--- config.mk ---
export PLATFORM = sky130hd
export DESIGN_NAME = pc_fetch_unit_flat
export DESIGN_NICKNAME = d
export VERILOG_FILES = /design/src/rtl/pc_fetch_unit_if.sv /design/src/rtl/pc_fetch_unit.sv /design/src/flat_wrapper.sv
export SDC_FILE = /design/constraint.sdc
export NUM_CORES = 1
export LEC_CHECK = 0
export ABC_AREA = 1
export BUFFER_PORTS_ARGS = -buffer_cell sky130_fd_sc_hd__clkbuf_2
export CAP_MARGIN = 20
export CORE_AREA = 2 2 98 100
export DETAILED_ROUTE_END_ITERATION = 6
export DIE_AREA = 0 0 100 102
export PLACE_DENSITY = 0.83
export SYNTH_ARGS = -nofsm -noshare
export SYNTH_HDL_FRONTEND = slang
export SYNTH_SLANG_ARGS = --single-unit
--- constraint.sdc ---
create_clock -name clk -period 1.4 [get_ports clk]
set_input_delay 0.07 -clock clk [delete_from_list [all_inputs] [get_ports clk]]
set_output_delay 0.07 -clock clk [all_outputs]
set_load 0.01 [all_outputs]
--- src/rtl/pc_fetch_unit_if.sv ---
// Fetch-stage bundle: instruction-memory address/data, redirect request and IF/ID slot to decode.
// Latency: none, wires only.
// Backpressure: decode stalls the slot through out_ready; the master modport belongs to the fetch unit.
interface pc_fetch_unit_if;
    logic [31:0] pc;
    logic [31:0] instr_in;
    logic        redirect_valid;
    logic [31:0] redirect_target;
    logic        out_valid;
    logic        out_ready;
    logic [31:0] out_pc;
    logic [31:0] out_instr;
    logic        halted;
    logic        fault;

    modport master (
        output pc,
        input  instr_in,
        input  redirect_valid,
        input  redirect_target,
        output out_valid,
        input  out_ready,
        output out_pc,
        output out_instr,
        output halted,
        output fault
    );

    modport slave (
        input  pc,
        output instr_in,
        output redirect_valid,
        output redirect_target,
        input  out_valid,
        output out_ready,
        input  out_pc,
        input  out_instr,
        input  halted,
        input  fault
    );
endinterface

--- src/rtl/pc_fetch_unit.sv ---
// Fetch stage: owns the PC, captures instr_in into a registered IF/ID slot, handles redirect/halt/fault.
// Latency: an instruction shows up on out_* one cycle after the edge where its pc is presented; 1/cycle.
// Backpressure: out_valid && !out_ready holds pc and slot; optional FETCH_PERF_EN adds fetch/stall counters.
module pc_fetch_unit #(
    parameter logic [31:0] RESET_PC   = 32'd0,
    parameter logic [31:0] PC_STEP    = 32'd4,
    parameter logic [31:0] IMEM_DEPTH = 32'd64
) (
    input  logic            clk,
    input  logic            reset,
    pc_fetch_unit_if.master fetch
`ifdef FETCH_PERF_EN
    ,
    output logic [31:0]     fetch_count,
    output logic [31:0]     stall_count
`endif
);

    typedef enum logic [1:0] {
        RUN   = 2'd0,
        HALT  = 2'd1,
        FAULT = 2'd2
    } state_t;

    state_t      state;
    state_t      next_state;

    logic [31:0] pc_q;
    logic        out_valid_q;
    logic [31:0] out_pc_q;
    logic [31:0] out_instr_q;

    logic        running;
    logic        pc_ok;
    logic        slot_free;
    logic        do_redirect;
    logic        do_fault;
    logic        do_halt;
    logic        do_capture;
    logic        handshake;
    logic        stalled;

    // Decode this cycle's action; redirect outranks everything, then fault, halt, capture.
    always_comb begin
        running     = (state == RUN);
        pc_ok       = (pc_q < IMEM_DEPTH) && (pc_q[1:0] == 2'b00);
        slot_free   = !out_valid_q || fetch.out_ready;
        handshake   = running && out_valid_q && fetch.out_ready;
        stalled     = running && out_valid_q && !fetch.out_ready && !fetch.redirect_valid;
        do_redirect = running && fetch.redirect_valid;
        do_fault    = running && !fetch.redirect_valid && slot_free && !pc_ok;
        do_halt     = running && !fetch.redirect_valid && slot_free && pc_ok
                      && (fetch.instr_in == 32'h0);
        do_capture  = running && !fetch.redirect_valid && slot_free && pc_ok
                      && (fetch.instr_in != 32'h0);
    end

    // State register; HALT and FAULT only leave through reset.
    always_ff @(posedge clk) begin
        if (!reset) begin
            state <= RUN;
        end else begin
            state <= next_state;
        end
    end

    // Next-state selection.
    always_comb begin
        next_state = state;
        case (state)
            RUN: begin
                if (do_fault) begin
                    next_state = FAULT;
                end else if (do_halt) begin
                    next_state = HALT;
                end
            end
            HALT:    next_state = HALT;
            FAULT:   next_state = FAULT;
            default: next_state = FAULT;
        endcase
    end

    // PC and IF/ID slot; the slot keeps its last pc/instr when flushed or stopped.
    always_ff @(posedge clk) begin
        if (!reset) begin
            pc_q        <= RESET_PC;
            out_valid_q <= 1'b0;
            out_pc_q    <= 32'h0;
            out_instr_q <= 32'h0;
        end else if (do_redirect) begin
            pc_q        <= fetch.redirect_target;
            out_valid_q <= 1'b0;
        end else if (do_fault || do_halt || !running) begin
            out_valid_q <= 1'b0;
        end else if (do_capture) begin
            out_pc_q    <= pc_q;
            out_instr_q <= fetch.instr_in;
            out_valid_q <= 1'b1;
            pc_q        <= pc_q + PC_STEP;
        end
    end

    // Outputs: halted/fault are decoded straight from the terminal states, so they are sticky.
    always_comb begin
        fetch.pc        = pc_q;
        fetch.out_valid = out_valid_q;
        fetch.out_pc    = out_pc_q;
        fetch.out_instr = out_instr_q;
        fetch.halted    = (state != RUN);
        fetch.fault     = (state == FAULT);
    end

`ifdef FETCH_PERF_EN
    // Performance counters; they stop moving once fetch has stopped.
    always_ff @(posedge clk) begin
        if (!reset) begin
            fetch_count <= 32'h0;
            stall_count <= 32'h0;
        end else begin
            if (handshake) begin
                fetch_count <= fetch_count + 32'd1;
            end
            if (stalled) begin
                stall_count <= stall_count + 32'd1;
            end
        end
    end
`endif

endmodule

--- src/flat_wrapper.sv ---
// flat-port wrapper written by rule: the top's interface ports become plain ports
module pc_fetch_unit_flat 
#(
    parameter logic [31:0] RESET_PC   = 32'd0,
    parameter logic [31:0] PC_STEP    = 32'd4,
    parameter logic [31:0] IMEM_DEPTH = 32'd64
)
  (clk, reset, fetch_pc, fetch_instr_in, fetch_redirect_valid, fetch_redirect_target, fetch_out_valid, fetch_out_ready, fetch_out_pc, fetch_out_instr, fetch_halted, fetch_fault);
  pc_fetch_unit_if fetch_i ();
  input  logic clk;
  input  logic reset;
  output wire logic [$bits(fetch_i.pc)-1:0] fetch_pc;
  input wire logic [$bits(fetch_i.instr_in)-1:0] fetch_instr_in;
  input wire logic [$bits(fetch_i.redirect_valid)-1:0] fetch_redirect_valid;
  input wire logic [$bits(fetch_i.redirect_target)-1:0] fetch_redirect_target;
  output wire logic [$bits(fetch_i.out_valid)-1:0] fetch_out_valid;
  input wire logic [$bits(fetch_i.out_ready)-1:0] fetch_out_ready;
  output wire logic [$bits(fetch_i.out_pc)-1:0] fetch_out_pc;
  output wire logic [$bits(fetch_i.out_instr)-1:0] fetch_out_instr;
  output wire logic [$bits(fetch_i.halted)-1:0] fetch_halted;
  output wire logic [$bits(fetch_i.fault)-1:0] fetch_fault;
  assign fetch_pc = fetch_i.pc;
  assign fetch_i.instr_in = fetch_instr_in;
  assign fetch_i.redirect_valid = fetch_redirect_valid;
  assign fetch_i.redirect_target = fetch_redirect_target;
  assign fetch_out_valid = fetch_i.out_valid;
  assign fetch_i.out_ready = fetch_out_ready;
  assign fetch_out_pc = fetch_i.out_pc;
  assign fetch_out_instr = fetch_i.out_instr;
  assign fetch_halted = fetch_i.halted;
  assign fetch_fault = fetch_i.fault;
  pc_fetch_unit #(.RESET_PC(RESET_PC), .PC_STEP(PC_STEP), .IMEM_DEPTH(IMEM_DEPTH)) u_core (.clk(clk), .reset(reset), .fetch(fetch_i));
endmodule
==> results of run 1 <==
==> cell usage after synthesis, drive strengths merged <==
master / n
ha: 1
nand4: 1
a21oi: 23
and2: 2
nand2: 83
xor2: 1
o21ai: 50
clkinv: 1
xnor2: 1
dfxtp: 99
nor2: 160
nand3: 24
or2: 1
clkbuf: 16
inv: 26
o2111ai: 1
buf: 12
==> sequential cells by signal (all words and copies together) (netlist names) <==
| name | cells |
|---|---|
| u_core.fetch.pc | 32 |
| u_core.fetch.out_valid | 1 |
| u_core.state | 2 |
| u_core.fetch.out_instr | 32 |
| u_core.fetch.out_pc | 32 |
==> critical path, delay by kind of cell, from the launching register on <==
kind / cells / cell delay, ns
and+or+nand+nor: 5 / 0.71
buffers and inverters: 3 / 0.40
DFF: 1 / 0.34
AOI/OAI and AO/OA: 1 / 0.11
==> power breakdown <==
part           internal (µW)  switching [µW]
sequential              2940            90.1
clock                    860            1100
combinational            721             787
total                   4520            1980
==> area by class of cell <==
| cell class | instances | share of cell area (%) |
|---|---|---|
| clock buffers | 9 | 1.88 |
| clock inverters | 7 | 1.23 |
| inverters | 27 | 1.84 |
| multi-input cells | 348 | 28.3 |
| flip-flops and latches | 99 | 30.1 |
| well taps | 111 | 2.10 |
| repair buffers | 293 | 34.5 |
==> what timing repair did <==
action	4_1_cts	5_1_grt
endpoints found under the hold margin	58	0
pin swaps	10	23
buffers inserted	7	6
resized for setup	65	115
cloned	7	5
hold buffers	58	0
endpoints found under the setup margin	92	99
==> per-stage QoR <==
stage	hold WS, ns	cells	setup slack [ns]	TNS [ns]	total power (µW)
global route	0.0211	894	-0.394	-23.52	6780
finish	0.00844	894	-0.252	-14.23	6500
floorplan	0.205	502	-0.0132	-0.265	3580
CTS	0.00294	885	-0.210	-14.20	6220
detailed placement	0.297	797	-0.211	-12.66	4110
global placement	0.297	797	-0.169	-11.69	4080
==> cell usage in the layout, fill, tap and decap left out, types with 2 or more instances in the layout <==
master / Yosys / final
a21oi_1: 23 / 18
a21oi_2: 0 / 5
and2_1: 2 / 2
buf_12: 0 / 6
buf_16: 0 / 6
buf_4: 2 / 40
buf_6: 4 / 6
buf_8: 0 / 6
clkbuf_16: 0 / 5
clkbuf_2: 0 / 166
clkbuf_8: 0 / 9
clkinv_4: 0 / 2
dfxtp_1: 99 / 93
dfxtp_2: 0 / 6
dlygate4sd3_1: 0 / 58
inv_1: 24 / 23
inv_6: 0 / 3
nand2_1: 82 / 75
nand2_2: 1 / 6
nand3_1: 23 / 7
nand3_2: 0 / 16
nor2_1: 157 / 132
nor2_2: 1 / 20
nor2_4: 2 / 8
o21ai_0: 50 / 8
o21ai_1: 0 / 8
o21ai_2: 0 / 31
o21ai_4: 0 / 3
==> cells by family after synthesis <==
family,count (synthesis)
flip-flops,99
AO/OA/AOI/OAI,74
adder cells (fa/ha/maj),1
AND/OR/NAND/NOR,271
XOR/XNOR,2
buffers and inverters,55
==> metal layers <==
layer,vias up,track usage [%]
met5,-,0
met2,314,51.8
li1,2133,-
met4,0,13.0
met3,90,6.29
met1,2231,27.1
==> path summary, 6_finish.rpt <==
path	from	end	depth (start not counted)
worst max-delay path	u_core.state[1]	u_core.fetch.out_instr[20]	9
worst min-delay path	fetch_redirect_target[9]	u_core.fetch.pc[9]	3
worst max register to register	u_core.state[1]	u_core.fetch.out_instr[20]	9
worst min register to register	u_core.fetch.out_pc[6]	u_core.fetch.out_pc[6]	2
==> summary.md, run 1 <==
| Metric | Value |
|---|---|
| Syn Nets | 571 |
| Post-route core utilization | 72.5% |
| Die ar. | 10,200 µm² |
| Cell mode on critical path | nor2_2 |
| Largest family of logic cells by synthesized area | simple AND/OR/NAND/NOR gates |
| CP max FO | 8 |
| Placer Congestion | 0.813 |
| Via density | 5.33 |
| Seq/Total Area, Yosys | 53.2% |
| Die Y | 102 µm |
| I/O Pins | 167 |
| First-pass GRT wire length | 21.5 mm |
| DRT Wirelength | 16.1 mm |
| Critical path's slowest cell | dfxtp_2 |
| Max cap viols | 0 |
| Synth Area in Simple Gates | 29.2% |
| CP peak stage delay | 0.34 ns |
| Largest net degree at the start of global routing | 32 |
| Crit end category | register |
| Fillers | 593 |
| DRT Pass-1 Iters | 5 |
| CTS tree | done |
| Area of the multi-input gates | 1870 µm² |
| Final ANT Viol Nets | 0 |
| Dpl cell area | 4960 µm² |
| PnR worst setup slack | -0.252 ns |
| CTS sink count | 99 |
| Initial DRC Count | 221 |
| Top achievable clock speed | 605 MHz |
| Synth Warn # | 0 |
| Startpoint types | register |
| Peak VDD IR | 0.000567 V |
| Initial antenna violation count | 0 |
| Top Layer Used | met4 |
| Met3 WL post-DR | 1.35 mm |
| Critical Path RT | 1.68 ns |
| Synth Area in XOR/XNOR | 0.470% |
| Layout cells sized above 1 | 45.0% |
| Vias | 4,768 |
| Ranking of synthesized cells by area | dfxtp_1 53%, nor2_1 16%, nand2_1 8.3%, o21ai_0 6.7%, a21oi_1 3.1% |
| RSZ-0062 raised after global routing | yes |
| Area grow syn2layout | 77.3% |
| Slew @ Worst Pin | 0.547 ns |
| Compound-Gate Fraction of Synth Area | 10.0% |
| Crit path time final | 1.65 ns |
| Total track usage | 26.8% |
| Yosys top cell area share | 53.2% |
| DP HPWL | 7.93 mm |
| Mean post-synth cell area | 7.42 µm² |
| Arrival @ worst endpoint | 1.93 ns |
| Slew Limit Fails | 0 |
| Final setup viols | 95 |
| Final Cycle Share | 118% |
| Antenna cell count | 0 |
| Reg area | 1990 µm² |
| Synth Area in Adders | 0.336% |
| Fin Clk Skew | 0.0147 ns |
| Setup CP Type | reg -> reg |
| H-tree depth | 3 |
| Yosys cell types | 26 |
| Net count, final | 847 |
| Endpoints failing hold | 0 |
| Core footprint | 9110 µm² |
| Std-Cell Rows | 35 |
| Yosys reg bits | 99 |
| PwrDens | 984 nW/µm² |
| R2R setup slack | -0.25 ns |
| Wire length per cell | 18.0 µm |
| Syn Std Cell Area | 3730 µm² |
| Yosys top cell by area | dfxtp_1 |
| Clk buf depth | 2 |
| Num CTS Buffers | 9 |
| Met2 WL | 8.48 mm |
| Failing checks | negative setup slack |
| Remaining Overflow, GRT | 0 |
| Initial core utilization | 40.9% |
| Worst hold path type | in -> reg |
| Mux share of post-synthesis cell area | 0% |
| Lkg Pwr | 0.00310 µW |
| Run status | finished, violations left |
| Vias in the first global route | 4,513 |
| Post-layout instance area | 6610 µm² |
| Clock latency on the worst-skew pair | 0.36 ns |
| Met1 Wirelength | 5.52 mm |
| Rel. slew slack | 63.6% |
| IO Port Bufs | 166 |
| Die W | 100 µm |
| Root buffer cell | clkbuf_8 |
| Crit path cell chain | nor2_2, o21ai_0, nor2_2, nand3_4, buf_6, clkinv_8, clkbuf_16, nor2_2, nor2_1 |
| Cells after synthesis | 502 |
| Reg clk slew, reported paths | 0.11 ns |
| DR DRC count | 0 |
No activity file was read; power rests on OpenSTA's default activity.
==> run 2, diff against run 1 <==
- RECOVER_POWER: unset -> 100
- SLEW_MARGIN: unset -> 15
==> run 2 against run 1 <==
Against the previous run: the run still ends with negative setup slack left; register-to-register slack is essentially flat; global-route usage is the same; die area is the same; clock-buffer cell count is the same; worst hold slack lost 0.0022 ns; sequential power is essentially flat; non-clock buffer count is the same; sequential share of layout area grew 0.51 points; routed wire length grew 0.27%; highest routed layer unchanged.
==> summary.md, run 2 (same netlist as run 1, synthesis figures left out) <==
| Metric | Value |
|---|---|
| Inst Count DP | 797 (unchanged) |
| Delay-heaviest family, CP | simple AND/OR/NAND/NOR gates (unchanged) |
| Startpoint types | register (unchanged) |
| Wire length per cell | 18.1 µm (was 18.0 µm) |
| Fillers | 665 (was 593) |
| Initial core utilization | 40.9% (unchanged) |
| Area grow syn2layout | 74.0% (was 77.3%) |
| Dpl cell area | 4960 µm² (unchanged) |
| Placer Congestion | 0.813 (unchanged) |
| Worst hold path type | in -> reg (unchanged) |
| Rel. slew slack | 64.1% (was 63.6%) |
| Largest net degree at the start of global routing | 32 (unchanged) |
| Peak VDD IR | 0.000564 V (was 0.000567 V) |
| PnR worst setup slack | -0.251 ns (was -0.252 ns) |
| CTS tree | done (unchanged) |
| Final setup viols | 95 (unchanged) |
| Fin Clk Skew | 0.0145 ns (was 0.0147 ns) |
| Clock Power Share | 30.3% (was 30.2%) |
| Final Cycle Share | 118% (about the same) |
| I/O Pins | 167 (unchanged) |
| Root buffer cell | clkbuf_8 (unchanged) |
| Area of the multi-input gates | 1870 µm² (unchanged) |
| P_sw | 1970 µW (was 1980 µW) |
| DP HPWL | 7.93 mm (unchanged) |
| Post-layout instance area | 6480 µm² (was 6610 µm²) |
| H-tree depth | 3 (unchanged) |
| Critical path's slowest cell | dfxtp_2 (unchanged) |
| Num CTS Buffers | 9 (unchanged) |
| Remaining Overflow, GRT | 0 (unchanged) |
| Top achievable clock speed | 606 MHz (was 605 MHz) |
| PwrDens | 997 nW/µm² (was 984 nW/µm²) |
| Crit path cell chain | nor2_2, nand2_1, nor2_1, nand2_1, nor2_4, nand3_4, buf_6, clkinv_8, clkbuf_16, nor2_2, nor2_1 (was nor2_2, o21ai_0, nor2_2, nand3_4, buf_6, clkinv_8, clkbuf_16, nor2_2, nor2_1) |
| Layout cells sized above 1 | 32.7% (was 45.0%) |
| Reg area | 1990 µm² (about the same) |
| Comb pwr share | 22.9% (was 23.2%) |
| Slew @ Worst Pin | 0.538 ns (was 0.547 ns) |
| Final ANT Viol Nets | 0 (unchanged) |
| Clk buf depth | 2 (unchanged) |
| Critical Path RT | 1.68 ns (about the same) |
| CTS sink count | 99 (unchanged) |
| CP max FO | 8 (unchanged) |
| Initial DRC Count | 333 (was 221) |
| Slew Limit Fails | 0 (unchanged) |
| Reg clk slew, reported paths | 0.10 ns (was 0.11 ns) |
| RSZ-0062 raised after global routing | yes (unchanged) |
| Sequential Power Share | 46.8% (was 46.6%) |
| Initial antenna violation count | 0 (unchanged) |
| Max cap viols | 0 (unchanged) |
| Post-route setup TNS | -14.27 ns (was -14.23 ns) |
| Most frequent cells in the layout | 132 x nor2_1, 96 x dfxtp_1, 93 x clkbuf_1 (was 166 x clkbuf_2, 132 x nor2_1, 93 x dfxtp_1) |
| Vias | 4,752 (was 4,768) |
| Crit path time final | 1.65 ns (about the same) |
| Arrival @ worst endpoint | 1.93 ns (about the same) |
| Net count, final | 847 (unchanged) |
| Setup CP Type | reg -> reg (unchanged) |
| Die W | 100 µm (unchanged) |
| Switch share | 30.5% (was 30.4%) |
| Die ar. | 10,200 µm² (unchanged) |
| IO Port Bufs | 166 (unchanged) |
| Run status | finished, violations left (unchanged) |
| Core footprint | 9110 µm² (unchanged) |
| Failing checks | negative setup slack (unchanged) |
| Die Y | 102 µm (unchanged) |
| Lkg Pwr | 0.00278 µW (was 0.00310 µW) |
| Antenna cell count | 0 (unchanged) |
| Clock latency on the worst-skew pair | 0.36 ns (about the same) |
| Total track usage | 26.8% (unchanged) |
| DRT Wirelength | 16.2 mm (was 16.1 mm) |
| Layout Cells excl Fill | 894 (unchanged) |
| First-pass GRT wire length | 21.5 mm (unchanged) |
| Via density | 5.32 (was 5.33) |
| P_int | 4490 µW (was 4520 µW) |
| CP peak stage delay | 0.34 ns (about the same) |
| Vias in the first global route | 4,513 (unchanged) |
| DR DRC count | 0 (unchanged) |
| DRT Pass-1 Iters | 5 (unchanged) |
| Total power | 6460 µW (was 6500 µW) |
| Crit end category | register (unchanged) |
| Endpoints failing hold | 0 (unchanged) |
| CP bufs+invs | 3 (unchanged) |
| Most common cell after layout, fill and taps aside | nor2_1 (was clkbuf_2) |
| Std-Cell Rows | 35 (unchanged) |
## run 2: cell type report
class	count	area share [%]
Clock buffer	9	1.91
Clock inverter	7	1.25
Inverter	27	1.87
Multi-Input combinational cell	348	28.9
Sequential cell	99	30.6
Tap cell	111	2.14
Timing Repair Buffer	293	33.3
## run 2: metal layers
metal  global-route usage [%]  wire length (µm)
met2                     51.8              8490
met1                     27.1              5520
met3                     6.29              1360
met4                     13.0               787
met5                        0                 0
## run 2: repair_timing
item	CTS	global route
setup buffers	7	6
hold buffers	58	0
gates resized for setup	65	115
pin swaps	10	23
hold endpoints to repair	58	0
endpoints found under the setup margin	92	99
cloned	7	5
## run 2: power by group through the flow
stage	Combinational, µW	Clock [µW]	Sequential, µW
5_1_grt	1600	2110	3040
2_1_floorplan	444	0	3130
3_3_place_gp	1010	0	3070
4_1_cts	1230	1980	3020
3_5_place_dp	1030	0	3080
6_report	1480	1960	3030
## run 2: path summary, 6_finish.rpt
| path | from | end | slack [ns] | depth (start not counted) |
|---|---|---|---|---|
| max | u_core.fetch.pc[20] | u_core.fetch.out_instr[20] | -0.25 | 11 |
| min | fetch_redirect_target[9] | u_core.fetch.pc[9] | 0.006 | 3 |
| max reg2reg | u_core.fetch.pc[20] | u_core.fetch.out_instr[20] | -0.25 | 11 |
| min reg2reg | u_core.fetch.out_pc[6] | u_core.fetch.out_pc[6] | 0.44 | 2 |
## run 2: through the flow
stage / hold slack (ns) / util (%) / worst slack [ns]
2_1_floorplan: 0.205 / - / -0.0132
3_5_place_dp: 0.297 / 54.5 / -0.211
3_3_place_gp: 0.297 / 54.5 / -0.169
6_report: 0.00626 / 71.2 / -0.251
4_1_cts: 0.00294 / 67.0 / -0.210
5_1_grt: 0.0211 / 71.2 / -0.394
## run 2: worst reg2reg max path: cells and delay by family, from the launching register on
family	cells	cell delay, ns
simple gates	8	0.82
buf+inv	3	0.40
flops	1	0.34
